==> src/rtl/rs232_rx.sv <==
// rs232_rx: 8N1 UART receiver with a valid/read byte handshake.
// The rx line is synchronised and edge-detected. The start bit is checked at mid-bit.
// Each data bit and the stop bit are then sampled one bit period apart.
// A low stop bit raises a one-cycle frame_err pulse. The receiver then waits for the
// line to return high before it looks for the next start edge.
module rs232_rx #(
    parameter int unsigned BAUD_DIV0 = 5208,
    parameter int unsigned BAUD_DIV1 = 2604,
    parameter int unsigned BAUD_DIV2 = 1302
) (
    input  logic       clk,
    input  logic       rst,
    input  logic [1:0] baud_setting,
    input  logic       rx,
    input  logic       rx_rd,
    output logic [7:0] rx_data,
    output logic       rx_valid,
    output logic       frame_err,
    output logic       overrun
);

    typedef enum logic [2:0] {
        S_IDLE      = 3'd0,
        S_START     = 3'd1,
        S_DATA      = 3'd2,
        S_STOP      = 3'd3,
        S_WAIT_IDLE = 3'd4
    } state_t;

    state_t      state_q, state_d;
    logic        rx_meta_q, rx_s_q, rx_prev_q;
    logic [15:0] div_q, div_d;
    logic [15:0] div_sel;
    logic [15:0] limit;
    logic [15:0] baud_cnt_q, baud_cnt_d;
    logic [3:0]  bit_cnt_q, bit_cnt_d;
    logic [7:0]  shift_q, shift_d;
    logic [7:0]  rx_data_q, rx_data_d;
    logic        rx_valid_q, rx_valid_d;
    logic        frame_err_q, frame_err_d;
    logic        overrun_q, overrun_d;
    logic        tick;

    // Bit period selected by baud_setting; settings 2 and 3 share the fastest rate.
    always_comb begin
        div_sel = 16'(BAUD_DIV2);
        case (baud_setting)
            2'b00:   div_sel = 16'(BAUD_DIV0);
            2'b01:   div_sel = 16'(BAUD_DIV1);
            default: div_sel = 16'(BAUD_DIV2);
        endcase
    end

    // The START state counts half a bit so that later samples land mid-bit.
    assign limit = (state_q == S_START) ? {1'b0, div_q[15:1]} : div_q;
    assign tick  = (baud_cnt_q == limit - 16'd1);

    // Next-state, datapath and handshake logic.
    // Handshake: rx_valid=1 means rx_data holds an unread byte. A cycle with rx_rd=1 and
    // rx_valid=1 consumes that byte, so rx_valid and overrun clear on the next edge.
    // A byte that loads in the same cycle takes priority and keeps rx_valid high.
    always_comb begin
        state_d     = state_q;
        div_d       = div_q;
        baud_cnt_d  = baud_cnt_q;
        bit_cnt_d   = bit_cnt_q;
        shift_d     = shift_q;
        rx_data_d   = rx_data_q;
        rx_valid_d  = rx_valid_q;
        frame_err_d = 1'b0;
        overrun_d   = overrun_q;

        if (rx_rd && rx_valid_q) begin
            rx_valid_d = 1'b0;
            overrun_d  = 1'b0;
        end

        case (state_q)
            S_IDLE: begin
                baud_cnt_d = 16'd0;
                bit_cnt_d  = 4'd0;
                if (rx_prev_q && !rx_s_q) begin
                    div_d   = div_sel;
                    state_d = S_START;
                end
            end
            S_START: begin
                baud_cnt_d = tick ? 16'd0 : baud_cnt_q + 16'd1;
                if (tick) begin
                    state_d = rx_s_q ? S_IDLE : S_DATA;
                end
            end
            S_DATA: begin
                baud_cnt_d = tick ? 16'd0 : baud_cnt_q + 16'd1;
                if (tick) begin
                    shift_d   = {rx_s_q, shift_q[7:1]};
                    bit_cnt_d = bit_cnt_q + 4'd1;
                    if (bit_cnt_q == 4'd7) begin
                        state_d = S_STOP;
                    end
                end
            end
            S_STOP: begin
                baud_cnt_d = tick ? 16'd0 : baud_cnt_q + 16'd1;
                if (tick) begin
                    if (rx_s_q) begin
                        rx_data_d  = shift_q;
                        rx_valid_d = 1'b1;
                        if (rx_valid_q && !rx_rd) begin
                            overrun_d = 1'b1;
                        end
                        state_d = S_IDLE;
                    end else begin
                        frame_err_d = 1'b1;
                        state_d     = S_WAIT_IDLE;
                    end
                end
            end
            S_WAIT_IDLE: begin
                baud_cnt_d = 16'd0;
                if (rx_s_q) begin
                    state_d = S_IDLE;
                end
            end
            default: state_d = S_IDLE;
        endcase
    end

    // State and datapath registers. The synchroniser and history flops reset low so
    // that a line held low through reset never looks like a falling edge.
    always_ff @(posedge clk) begin
        if (rst) begin
            state_q     <= S_IDLE;
            rx_meta_q   <= 1'b0;
            rx_s_q      <= 1'b0;
            rx_prev_q   <= 1'b0;
            div_q       <= 16'(BAUD_DIV0);
            baud_cnt_q  <= 16'd0;
            bit_cnt_q   <= 4'd0;
            shift_q     <= 8'd0;
            rx_data_q   <= 8'd0;
            rx_valid_q  <= 1'b0;
            frame_err_q <= 1'b0;
            overrun_q   <= 1'b0;
        end else begin
            state_q     <= state_d;
            rx_meta_q   <= rx;
            rx_s_q      <= rx_meta_q;
            rx_prev_q   <= rx_s_q;
            div_q       <= div_d;
            baud_cnt_q  <= baud_cnt_d;
            bit_cnt_q   <= bit_cnt_d;
            shift_q     <= shift_d;
            rx_data_q   <= rx_data_d;
            rx_valid_q  <= rx_valid_d;
            frame_err_q <= frame_err_d;
            overrun_q   <= overrun_d;
        end
    end

    assign rx_data   = rx_data_q;
    assign rx_valid  = rx_valid_q;
    assign frame_err = frame_err_q;
    assign overrun   = overrun_q;

endmodule
==> config.mk <==
export PLATFORM = sky130hd
export DESIGN_NAME = rs232_rx
export DESIGN_NICKNAME = d
export VERILOG_FILES = /design/src/rtl/rs232_rx.sv
export SDC_FILE = /design/constraint.sdc
export NUM_CORES = 1
export LEC_CHECK = 0
export ABC_AREA = 1
export CORE_MARGIN = 2
export CORE_UTILIZATION = 34
export CTS_CLUSTER_SIZE = 16
export DETAILED_ROUTE_END_ITERATION = 8
export PLACE_DENSITY = 0.59
export SYNTH_ARGS = -nofsm -noshare
export SYNTH_HDL_FRONTEND = slang
export SYNTH_SLANG_ARGS = --single-unit
==> constraint.sdc <==
create_clock -name clk -period 6.24 [get_ports clk]
set_clock_uncertainty 0.15 [all_clocks]
set_input_delay 0.624 -clock clk [delete_from_list [all_inputs] [get_ports clk]]
set_output_delay 0.624 -clock clk [all_outputs]
set_load 0.05 [all_outputs]
Yosys cells after proc, flatten, opt, wreduce, memory -nomap -nowiden
Cells that the tools add are included.
W data, S select, Z words.
Word-level totals
  bits in latches: 0
  RAM bits: 0
  input port bits: 6
  register bits: 61
  output and inout port bits: 11
  ROM bits: 0
  memories kept: 0
Operators by class
  eq/ne operators: 13
  order comparisons: 0
  bitwise operators: 2
  $mul: 0
  reduce and logical (&&, ||, !) cells: 17
  add/sub/neg operators: 3
  mux-type cells: 25
  divide/modulo/power cells: 0
  shifts and indexed selects: 0
Operator list (number)
  $mux W16: 2
  $pmux W16 S2: 1
  $pmux W13 S2: 1
  $mux W3: 7
  $add A16 B1 Y16 const B: 1
  $eq A16 B16 Y1: 1
  $sub A16 B1 Y16 const B: 1
  $pmux W3 S5: 1
  $ne A2 B2 Y1 const B: 6
  $mux W1: 10
  $pmux W4 S2: 1
  $eq A3 B2 Y1 const B: 2
  $reduce_and A2 Y1: 3
  $reduce_and A6 Y1: 1
  $reduce_or A3 Y1: 2
  $add A4 B1 Y4 const B: 1
  $eq A4 B3 Y1 const B: 1
  $mux W4: 1
  $reduce_bool A2 Y1: 2
  $eq A3 B1 Y1 const B: 1
  $eq A3 B3 Y1 const B: 1
  $logic_and A1 B1 Y1: 3
  $logic_not A3 Y1: 1
  $reduce_and A3 Y1: 1
  6 further kinds: 8

Depth between registers and ports, before layout
Gate-level depths: netlist of run 1.
  depth in word-level cells: 6
  mapped depth: 23
  mapped depth without buffers: 22

Worst setup path before layout of run 1
No wires, ideal clock.
  kind: register -> register
  from: register state_q[1]
  to: register rx_data_q[0] (netlist: rx_data[0])
  buffers on the path: 1
  required time: 5977 ps
  setup slack: 3573 ps
  cell stages (with the launch flop): 20
  period minus slack after synthesis: 2667 ps
  setup time: 113 ps
  data arrival time: 2404 ps
  cell sequence: dfxtp_1 > inv_2 > nand3_4 > inv_2 > o21ai_0 > inv_1 > ha_1 > xor2_1 > nand2_1 > a21oi_1 > nand2_1 > nor2_1 > nand2_1 > nor2_2 > nand3_2 > nor2_4 > nand3_4 > buf_6 > nor2_1 > nor2_1
Between the ends
  cells in the longest elaborated chain, start to end: 5
RTL lines
  start: declaration: RTL line 30  | state_t state_q, state_d;
  start signal: assignment: RTL line 146  | state_q <= state_d;
  $eq A3 B1 Y1: RTL line 55  | assign limit = (state_q == S_START) ? {1'b0, div_q[15:1]} : div_q;
  $mux W16: RTL line 55
  $sub A16 B1 Y16: RTL line 56  | assign tick = (baud_cnt_q == limit - 16'd1);
  $eq A16 B16 Y1: RTL line 56
  $reduce_and A3 Y1 (no line) (*)
  end signal: assignment: RTL line 154  | rx_data_q <= rx_data_d;
  end: declaration: RTL line 38  | logic [7:0] rx_data_q, rx_data_d;
Every way passes the cells marked *; elsewhere a longest branch is shown, timed or not.
A chain may end at the register's enable or synchronous reset.

Final worst setup path of run 1
  from: register state_q[1]
  to: register state_q[0]
Between the ends
  cells in the longest elaborated chain, start to end: 6
RTL lines (RTL line)
  $eq A3 B1 Y1: 55, 78
  $mux W16: 55
  $sub A16 B1 Y16: 56
  $eq A16 B16 Y1: 56
  $ne A2 B2 Y1 (no line)
  $reduce_and A6 Y1 (no line)
Several ways; a longest one is shown, not always the timed one.

==> results of run 1 <==
==> routing by layer <==
layer	track usage (%)	vias to the layer above
met1	22.2	1334
met2	27.2	56
met4	7.59	0
met5	0	-
li1	-	1589
met3	2.79	22
==> area by class of cell <==
| cell class | count | area (sq um) |
|---|---|---|
| sequential | 51 | 1020 |
| tap | 111 | 139 |
| clock buffer | 5 | 68.8 |
| clock inverter | 3 | 43.8 |
| multi-input combinational | 359 | 1810 |
| fill | 996 | 5610 |
| timing repair buffer | 17 | 168 |
| inverter | 66 | 249 |
==> state kept, by name, summed over array words and instances, names as in the netlist, named ones only <==
register / flops
baud_cnt_q: 16
bit_cnt_q: 4
div_q: 6
frame_err: 1
rx_data: 8
rx_meta_q: 1
rx_prev_q: 1
rx_s_q: 1
rx_valid: 1
shift_q: 8
state_q: 3
==> per-stage QoR <==
stage                     util, %  power, mW  hold slack, ns  cells
after floorplan                 -      0.703           0.238    486
after global routing         38.4       1.10           0.291    612
after global placement       37.1      0.782           0.255    604
after CTS                    38.4       1.03           0.280    612
final                        38.4       1.02           0.274    612
after detailed placement     37.1      0.787           0.259    604
==> kinds of logic after synthesis <==
family | Yosys count | synth area share, %
compound gates | 59 | 10.2
flops | 51 | 32.5
xor+xnor | 10 | 2.79
buf+inv | 76 | 9.93
fa+ha+maj | 3 | 1.20
simple gates | 287 | 43.3
==> worst min-delay path: cells and delay by family (launching register included) <==
kind / cells / cell delay [ns]
buffers and inverters: 1 / 0.05
DFF: 1 / 0.31
and+or+nand+nor: 1 / 0.04
==> synth_stat cells <==
| cell | number |
|---|---|
| o211ai_1 | 1 |
| o21ai_4 | 1 |
| inv_2 | 7 |
| nor3_1 | 6 |
| o21ai_1 | 1 |
| nand2_4 | 2 |
| nand3_1 | 41 |
| clkbuf_1 | 6 |
| ha_1 | 3 |
| clkinv_2 | 1 |
| xor2_1 | 10 |
| buf_4 | 2 |
| nand3b_1 | 2 |
| nand3_4 | 3 |
| a31oi_1 | 1 |
| nand4_2 | 1 |
| clkbuf_8 | 1 |
| o21a_1 | 2 |
| clkinv_1 | 1 |
| and2_1 | 1 |
| nand4_1 | 19 |
| nand2_1 | 133 |
| buf_6 | 1 |
| a21oi_1 | 35 |
| nor2_8 | 1 |
| nor3_4 | 1 |
| o21ai_0 | 16 |
| a21o_1 | 1 |
| nor4_1 | 1 |
| nor2_1 | 57 |
| a21oi_2 | 1 |
| nand3_2 | 3 |
| nor2_2 | 6 |
| dfxtp_1 | 51 |
| inv_1 | 57 |
| nor2_4 | 2 |
| nand2_2 | 8 |
==> worst max path at each step <==
stage | startpoint | end | cells after the start
floorplan | state_q[1] | rx_data[0] | 19
global placement | state_q[1] | state_q[1] | 19
detailed placement | state_q[1] | state_q[0] | 19
CTS | state_q[1] | state_q[0] | 19
global route | state_q[1] | state_q[0] | 19
finish | state_q[1] | state_q[0] | 19
==> report_power, final <==
part           switching (mW)  internal [mW]  leakage, nW  total, mW
Clock                   0.116          0.120       0.0581      0.236
Combinational           0.303          0.123         1.02      0.426
Sequential             0.0188          0.338        0.412      0.357
==> impl_metrics.yaml, run 1 <==
cts:
  clockRootBuffer: "clkbuf_8"
  tritoncts: "yes"
  cts_sinks: 51
  clk_pin_slew_ns: 0.10
  cts_made_buffers: 5
  cts_max_level: 2
  cts_resized: 0
  clk_path_buf_depth: 2
  holdBufCountCts: 0
  clk_latency_ns: 0.31
  post_cts_buffers: 0
floorplan:
  dieArea_sq_um: 10000
  core-area_sq_um: 9110
  num_rows: 35
  dieHeight_microns: 100
  start_util_pct: 34.5
  die-width_microns: 100
  io_pins: 17
synthesis:
  yosys_warnings: 0
  yosysUniqueCellTypes: 37
  yosysTopAreaCell: "dfxtp_1"
  yosys-top-cells-area: "dfxtp_1 (33%), nand2_1 (16%), inv_1 (6.8%), nor2_1 (6.8%), nand3_1 (6.5%)"
  synth.avg_cell_area_sq_um: 6.46
  syn_inst: 486
  netlist.area_leader.share_pct: 32.5
  syn-cell-area_sq_um: 3140
  ys_ff_latch: 51
  ys_seq_area_share_pct: 32.5
  syn_nets: 495
finish:
  final_cell_mix: "nand2_1 (133), inv_1 (57), nor2_1 (57)"
  final_area_sq_um: 3490
  drive_gt1_share_pct: 9.18
  area_delta_synth_final_pct: 11.4
  num_antenna_cells: 0
  final_common_cell: "nand2_1"
  final_nets: 509
outcome:
  status: "completed"
placement:
  gp_routability_congestion: 0.908
  placed_area_sq_um: 3380
  hpwl_microns: 6080
  io_buffer_count: 16
  pre_cts_ws_ns: 2.97
grt:
  antenna_found_initial: 0
  overflow: 0
  grt_pass1_vias: 2938
  grt_max_degree: 36
  grt.total_usage_pct: 16.8
  grt_first_pass_wirelength_microns: 13700
detailed_routing:
  routedLengthMet1_microns: 3640
  dr.max_layer_used: "met4"
  wl_met2_microns: 3610
  wl_per_cell_microns: 12.7
  first_pass_iters: 4
  wl_met3_microns: 281
  routed_wl_microns: 7800
  detail-route-antenna-nets: 0
  via_count: 3001
  drc: 0
  routed_via_density: 4.90
  drtIter0Drc: 172
setup_path:
  critPathRequiredTime_ns: 6.34
  start_kind: "flop"
  worst_ep_arrival_time_ns: 3.40
  worst-path-buf-inv: 3
  cp_slowest_stage_delay_ns: 0.46
  critPathMostFrequentCell: "nand2_1"
  r2r_start: "state_q[1]"
  end_kind: "flop"
  worstReg2RegEnd: "state_q[0]"
  crit_family: "simple AND/OR/NAND/NOR gates"
  r2r_setup_slack_ns: 2.94
  cp_slowest_cell: "dfxtp_1"
  cp_max_fo: 15
  reg2regPathDepth: 19
  cp_cell_sequence: "inv_2 -> nand3_4 -> inv_2 -> o21ai_0 -> inv_1 -> ha_1 -> xor2_1 -> nand2_1 -> a21oi_1 -> nand3_1 -> nor2_1 -> nand2_1 -> nor2_1 -> nand3_2 -> nand2_2 -> nand2_1 -> nand2_1 -> nand2_1 -> nor2_1"
  critPathKind: "flop to flop"
sta:
  relSlewSlack_pct: 28.8
  rsz0062_at_grt: "no"
  max_freq_mhz: 303
  max_slew.worst_pin.slew_ns: 1.06
  final.setup.worst_slack_ns: 2.94
  finalCriticalPeriod_ns: 3.30
  hold_violations: 0
  slew_violations: 0
  finalCritPeriodShare_pct: 52.8
  setup_viol: 0
  tns_ns: 0
power_and_ir_drop:
  p_leak_nw: 1.49
  ir_drop_mv: 0.117
  p_per_area_nw_per_um2: 291
run:
  max_cap_viol_count: 0
worst_hold_path:
  min_to: "rx_s_q"
  hp-class: "flop to flop"
  whs_path_depth: 2
  worstHoldStart: "rx_meta_q"
No activity file was read; power rests on OpenSTA's default activity.
==> inputs of run 2 (changes only) <==
- PLACE_DENSITY: 0.59 -> 0.61
- clock period: 6.24 -> 2.7 ns (I/O delays scaled with it)
==> impl_metrics.yaml, run 2 (synthesis results as in run 1) <==
outcome:
  violations: "setup timing"
  status: "complete, but fails checks"
setup_path:
  cp_max_fo: 6
  cp_slowest_cell: "dfxtp_2"
  cp_slowest_stage_delay_ns: 0.34
  end_kind: "flop"
  critPathMostFrequentCell: "nand2_1"
  crit_family: "simple AND/OR/NAND/NOR gates"
  worst-path-buf-inv: 4
  start_kind: "flop"
  worst_ep_arrival_time_ns: 2.82
  r2r_setup_slack_ns: -0.008
  cp_cell_sequence: "inv_2 -> nand3_4 -> inv_4 -> nand2_2 -> o21ai_1 -> inv_1 -> ha_4 -> xor2_1 -> nand2_1 -> a21oi_2 -> nand2_1 -> nor2_1 -> nand2_1 -> nor2_2 -> nand3_2 -> nor2_4 -> buf_6 -> nand3_4 -> nand2_1 -> nand2_1 -> nor2_1"
  critPathKind: "flop to flop"
  critPathRequiredTime_ns: 2.81
cts:
  cts_max_level: 2
  cts_sinks: 51
  cts_made_buffers: 5
  clockRootBuffer: "clkbuf_8"
  clk_pin_slew_ns: 0.11
  clk_path_buf_depth: 2
  clk_latency_ns: 0.32
  tritoncts: "yes"
sta:
  finalCriticalPeriod_ns: 2.71
  tns_ns: -0.00800
  hold_violations: 0
  slew_violations: 0
  setup_viol: 1
  max_slew.worst_pin.slew_ns: 0.754
  max_freq_mhz: 369
  finalCritPeriodShare_pct: 100
  final.setup.worst_slack_ns: -0.00800
  rsz0062_at_grt: "yes"
  relSlewSlack_pct: 49.5
grt:
  grt_max_degree: 35
  grt.total_usage_pct: 17.5
  grt_first_pass_wirelength_microns: 14300
  grt_pass1_vias: 3076
  overflow: 0
  antenna_found_initial: 0
detailed_routing:
  wl_per_cell_microns: 12.9
  drc: 0
  via_count: 3201
  first_pass_iters: 4
  drtIter0Drc: 129
  routed_wl_microns: 8300
  detail-route-antenna-nets: 0
  routed_via_density: 4.96
finish:
  final_area_sq_um: 3950
  num_antenna_cells: 0
  multiInputGateArea_sq_um: 2010
  regMostFlops: "baud_cnt_q"
  area_delta_synth_final_pct: 26.0
  final_cells: 645
  largest_reg_flops: 16
  seqCellArea_sq_um: 1020
  final_cell_mix: "nand2_1 (123), inv_1 (55), nor2_1 (49)"
  final_nets: 542
  post-route-util_pct: 43.4
  n_fill_cell: 970
  drive_gt1_share_pct: 21.9
  final_common_cell: "nand2_1"
power_and_ir_drop:
  p_per_area_nw_per_um2: 669
  p_sw_mw: 1.19
  comb_power_share_pct: 51.0
  intPower_mw: 1.45
  swShare_pct: 45.1
  ir_drop_mv: 0.274
  p_leak_nw: 1.67
  clkPwrFrac_pct: 18.1
  seq_power_share_pct: 30.8
  power_mw: 2.64
placement:
  dp_cells: 622
  io_buffer_count: 16
  hpwl_microns: 6010
  gp_routability_congestion: 0.905
  placed_area_sq_um: 3520
floorplan:
  dieHeight_microns: 100
  die-width_microns: 100
  io_pins: 17
  dieArea_sq_um: 10000
  start_util_pct: 34.5
  num_rows: 35
  core-area_sq_um: 9110
run:
  max_cap_viol_count: 0
worst_hold_path:
  hp-class: "flop to flop"
-- run 2: cell types whose count changed in the layout (fill, tap and decap cells not counted), moves of 6 or more --
cell | before | now
nor2_1 | 57 | 49
nand2_1 | 133 | 123
buf_4 | 1 | 26
nand3_2 | 3 | 9
buf_6 | 0 | 6
nand3_1 | 41 | 33
nand2_2 | 8 | 14
-- run 2: repair_timing --
action / 4_1_cts / 5_1_grt
hold buffers: 0 / 0
endpoints found under the setup margin: 16 / 42
pin swaps: 5 / 16
endpoints found under the hold margin: 0 / 0
gates resized for setup: 5 / 56
gates cloned: 2 / 0
setup buffers: 3 / 10
-- run 2: worst reg2reg max path: cells and delay by family, from the launching register on --
kind | cells | cell delay [ns]
compound gates | 2 | 0.21
xor+xnor | 1 | 0.14
fa+ha+maj | 1 | 0.27
buf+inv | 4 | 0.36
flops | 1 | 0.34
simple gates | 13 | 1.19
-- run 2: worst paths after layout --
check / endpoint / cells past startpoint / startpoint
worst max-delay path: rx_data[1] / 21 / state_q[2]
worst min-delay path: rx_s_q / 2 / rx_meta_q
worst max register to register: rx_data[1] / 21 / state_q[2]
worst min register to register: rx_s_q / 2 / rx_meta_q
-- run 2: layout make-up --
type | instances | area share (%)
clock buffer | 5 | 1.74
clock inverter | 3 | 0.633
tap | 111 | 3.51
multi-input combinational | 361 | 50.9
inverter | 66 | 6.55
sequential | 51 | 25.9
timing repair buffer | 48 | 10.7
-- run 2: power by group through the flow --
stage,Combinational (mW),Clock [mW],Sequential (mW)
floorplan,0.791,0,0.833
global placement,1.07,0,0.828
finish,1.35,0.480,0.815
global route,1.48,0.528,0.819
CTS,1.14,0.500,0.813
detailed placement,1.09,0,0.829
-- run 2: layer usage --
layer | vias up | wire length (microns) | track usage [%]
li1 | 1661 | - | -
met1 | 1474 | 3870 | 22.4
met2 | 54 | 4080 | 31.0
met3 | 12 | 250 | 2.86
met4 | 0 | 103 | 3.90
met5 | - | 0 | 0
-- run 2: per-stage QoR --
step                      hold slack [ns]  worst slack (ns)
after floorplan                     0.227            0.0329
after global placement              0.246            0.0644
after detailed placement            0.249           -0.0246
after CTS                           0.264          0.000733
after global routing                0.282            -0.236
final                               0.258          -0.00800
==> inputs of run 3 (changes only) <==
- SKIP_LAST_GASP: not set -> 1
==> impl_metrics.yaml, run 3 (synthesis results as in run 1) <==
grt:
  use_met2_pct: 31.0
  grt_max_degree: 35
  grt_pass1_vias: 3076
  grt.total_usage_pct: 17.5
  grt_use_met3_pct: 2.86
  grt_first_pass_wirelength_microns: 14300
  busiest_layer: "met2"
  antenna_found_initial: 0
  gr-usage-met1_pct: 22.4
  overflow: 0
floorplan:
  dieHeight_microns: 100
  die-width_microns: 100
  start_util_pct: 34.5
  core-area_sq_um: 9110
  dieArea_sq_um: 10000
  io_pins: 17
  num_rows: 35
setup_path:
  critPathRequiredTime_ns: 2.81
  worst_ep_arrival_time_ns: 2.82
  start_kind: "flop"
  r2r_start: "state_q[2]"
  crit_start: "state_q[2]"
  end_kind: "flop"
  critPathKind: "flop to flop"
  r2r_setup_slack_ns: -0.005
  cp_max_fo: 6
finish:
  drive_gt1_share_pct: 21.5
  post-route-util_pct: 43.3
  final_cells: 645
  final_area_sq_um: 3950
  num_antenna_cells: 0
  final_nets: 542
  final_cell_mix: "nand2_1 (124), inv_1 (55), nor2_1 (49)"
  final_common_cell: "nand2_1"
  area_delta_synth_final_pct: 25.8
  n_fill_cell: 970
  largest_reg_flops: 16
  regMostFlops: "baud_cnt_q"
sta:
  rsz0062_at_grt: "yes"
  tns_ns: -0.00512
  max_slew.worst_pin.slew_ns: 0.757
  hold_violations: 0
  max_freq_mhz: 370
  setup_viol: 1
  finalCritPeriodShare_pct: 100
  relSlewSlack_pct: 49.3
  slew_violations: 0
  final.setup.worst_slack_ns: -0.00512
  finalCriticalPeriod_ns: 2.71
placement:
  pre_cts_ws_ns: -0.0246
  placed_area_sq_um: 3520
  hpwl_microns: 6010
  io_buffer_count: 16
  gp_routability_congestion: 0.905
  dp_cells: 622
power_and_ir_drop:
  ir_drop_mv: 0.273
  p_leak_nw: 1.66
  p_per_area_nw_per_um2: 671
detailed_routing:
  detail-route-antenna-nets: 0
  drc: 0
  first_pass_iters: 4
  routed_wl_microns: 8300
  via_count: 3198
  drtIter0Drc: 118
  wl_per_cell_microns: 12.9
  routed_via_density: 4.96
cts:
  tritoncts: "yes"
  clk_latency_ns: 0.32
  clk_pin_slew_ns: 0.11
  cts_made_buffers: 5
  clk_path_buf_depth: 2
  clockRootBuffer: "clkbuf_8"
  cts_max_level: 2
  holdBufCountCts: 0
  cts_sinks: 51
outcome:
  violations: "setup timing"
  status: "complete, but fails checks"
worst_hold_path:
  worstHoldStart: "rx_meta_q"
  hp-class: "flop to flop"
run:
  max_cap_viol_count: 0
[run 3: layout make-up]
type,instances,area [sq um],area share (%)
clock inverters,3,25.0,0.634
clock buffers,5,68.8,1.74
flip-flops and latches,51,1020,26.0
inverters,66,259,6.56
well taps,111,139,3.52
repair buffers,48,423,10.7
multi-input cells,361,2010,50.9
[run 3: power by group]
part | total, mW | internal [mW] | switching (mW) | leakage [nW]
sequential | 0.815 | 0.784 | 0.0305 | 0.413
clock | 0.481 | 0.190 | 0.291 | 0.0452
combinational | 1.35 | 0.476 | 0.874 | 1.21
total | 2.65 | 1.45 | 1.20 | 1.66
[run 3: path summary, 6_finish.rpt]
kind                 to  cells past startpoint
max          rx_data[1]                     21
min              rx_s_q                      2
max reg2reg  rx_data[1]                     21
min reg2reg      rx_s_q                      2
[run 3: metal layers]
metal | wire length (microns) | up-vias
li1 | - | 1662
met1 | 3860 | 1475
met2 | 4080 | 49
met3 | 258 | 12
met4 | 103 | 0
met5 | 0 | -
[run 3: critical path, stage by stage, from the launching register on]
cell and delay (ns):
dfxtp_2 0.34, inv_2 0.07, nand3_4 0.07, inv_4 0.08
nand2_2 0.05, o21ai_1 0.07, inv_1 0.08, ha_4 0.27
xor2_1 0.14, nand2_1 0.08, a21oi_2 0.14, nand2_1 0.07
nor2_1 0.08, nand2_1 0.07, nor2_2 0.10, nand3_2 0.10
nor2_4 0.18, buf_6 0.13, nand3_4 0.10, nand2_1 0.10
nand2_1 0.05, nor2_1 0.12
[run 3: repair_timing]
item,CTS,global route
pin swaps,5,16
resized for setup,5,54
cloned,2,0
setup endpoints to repair,16,42
setup buffers,3,10
[run 3: metrics by stage]
step           hold slack [ns]  total power, mW
2_1_floorplan            0.227             1.62
5_1_grt                  0.282             2.83
4_1_cts                  0.264             2.45
6_report                 0.258             2.65
3_3_place_gp             0.246             1.89
3_5_place_dp             0.249             1.92
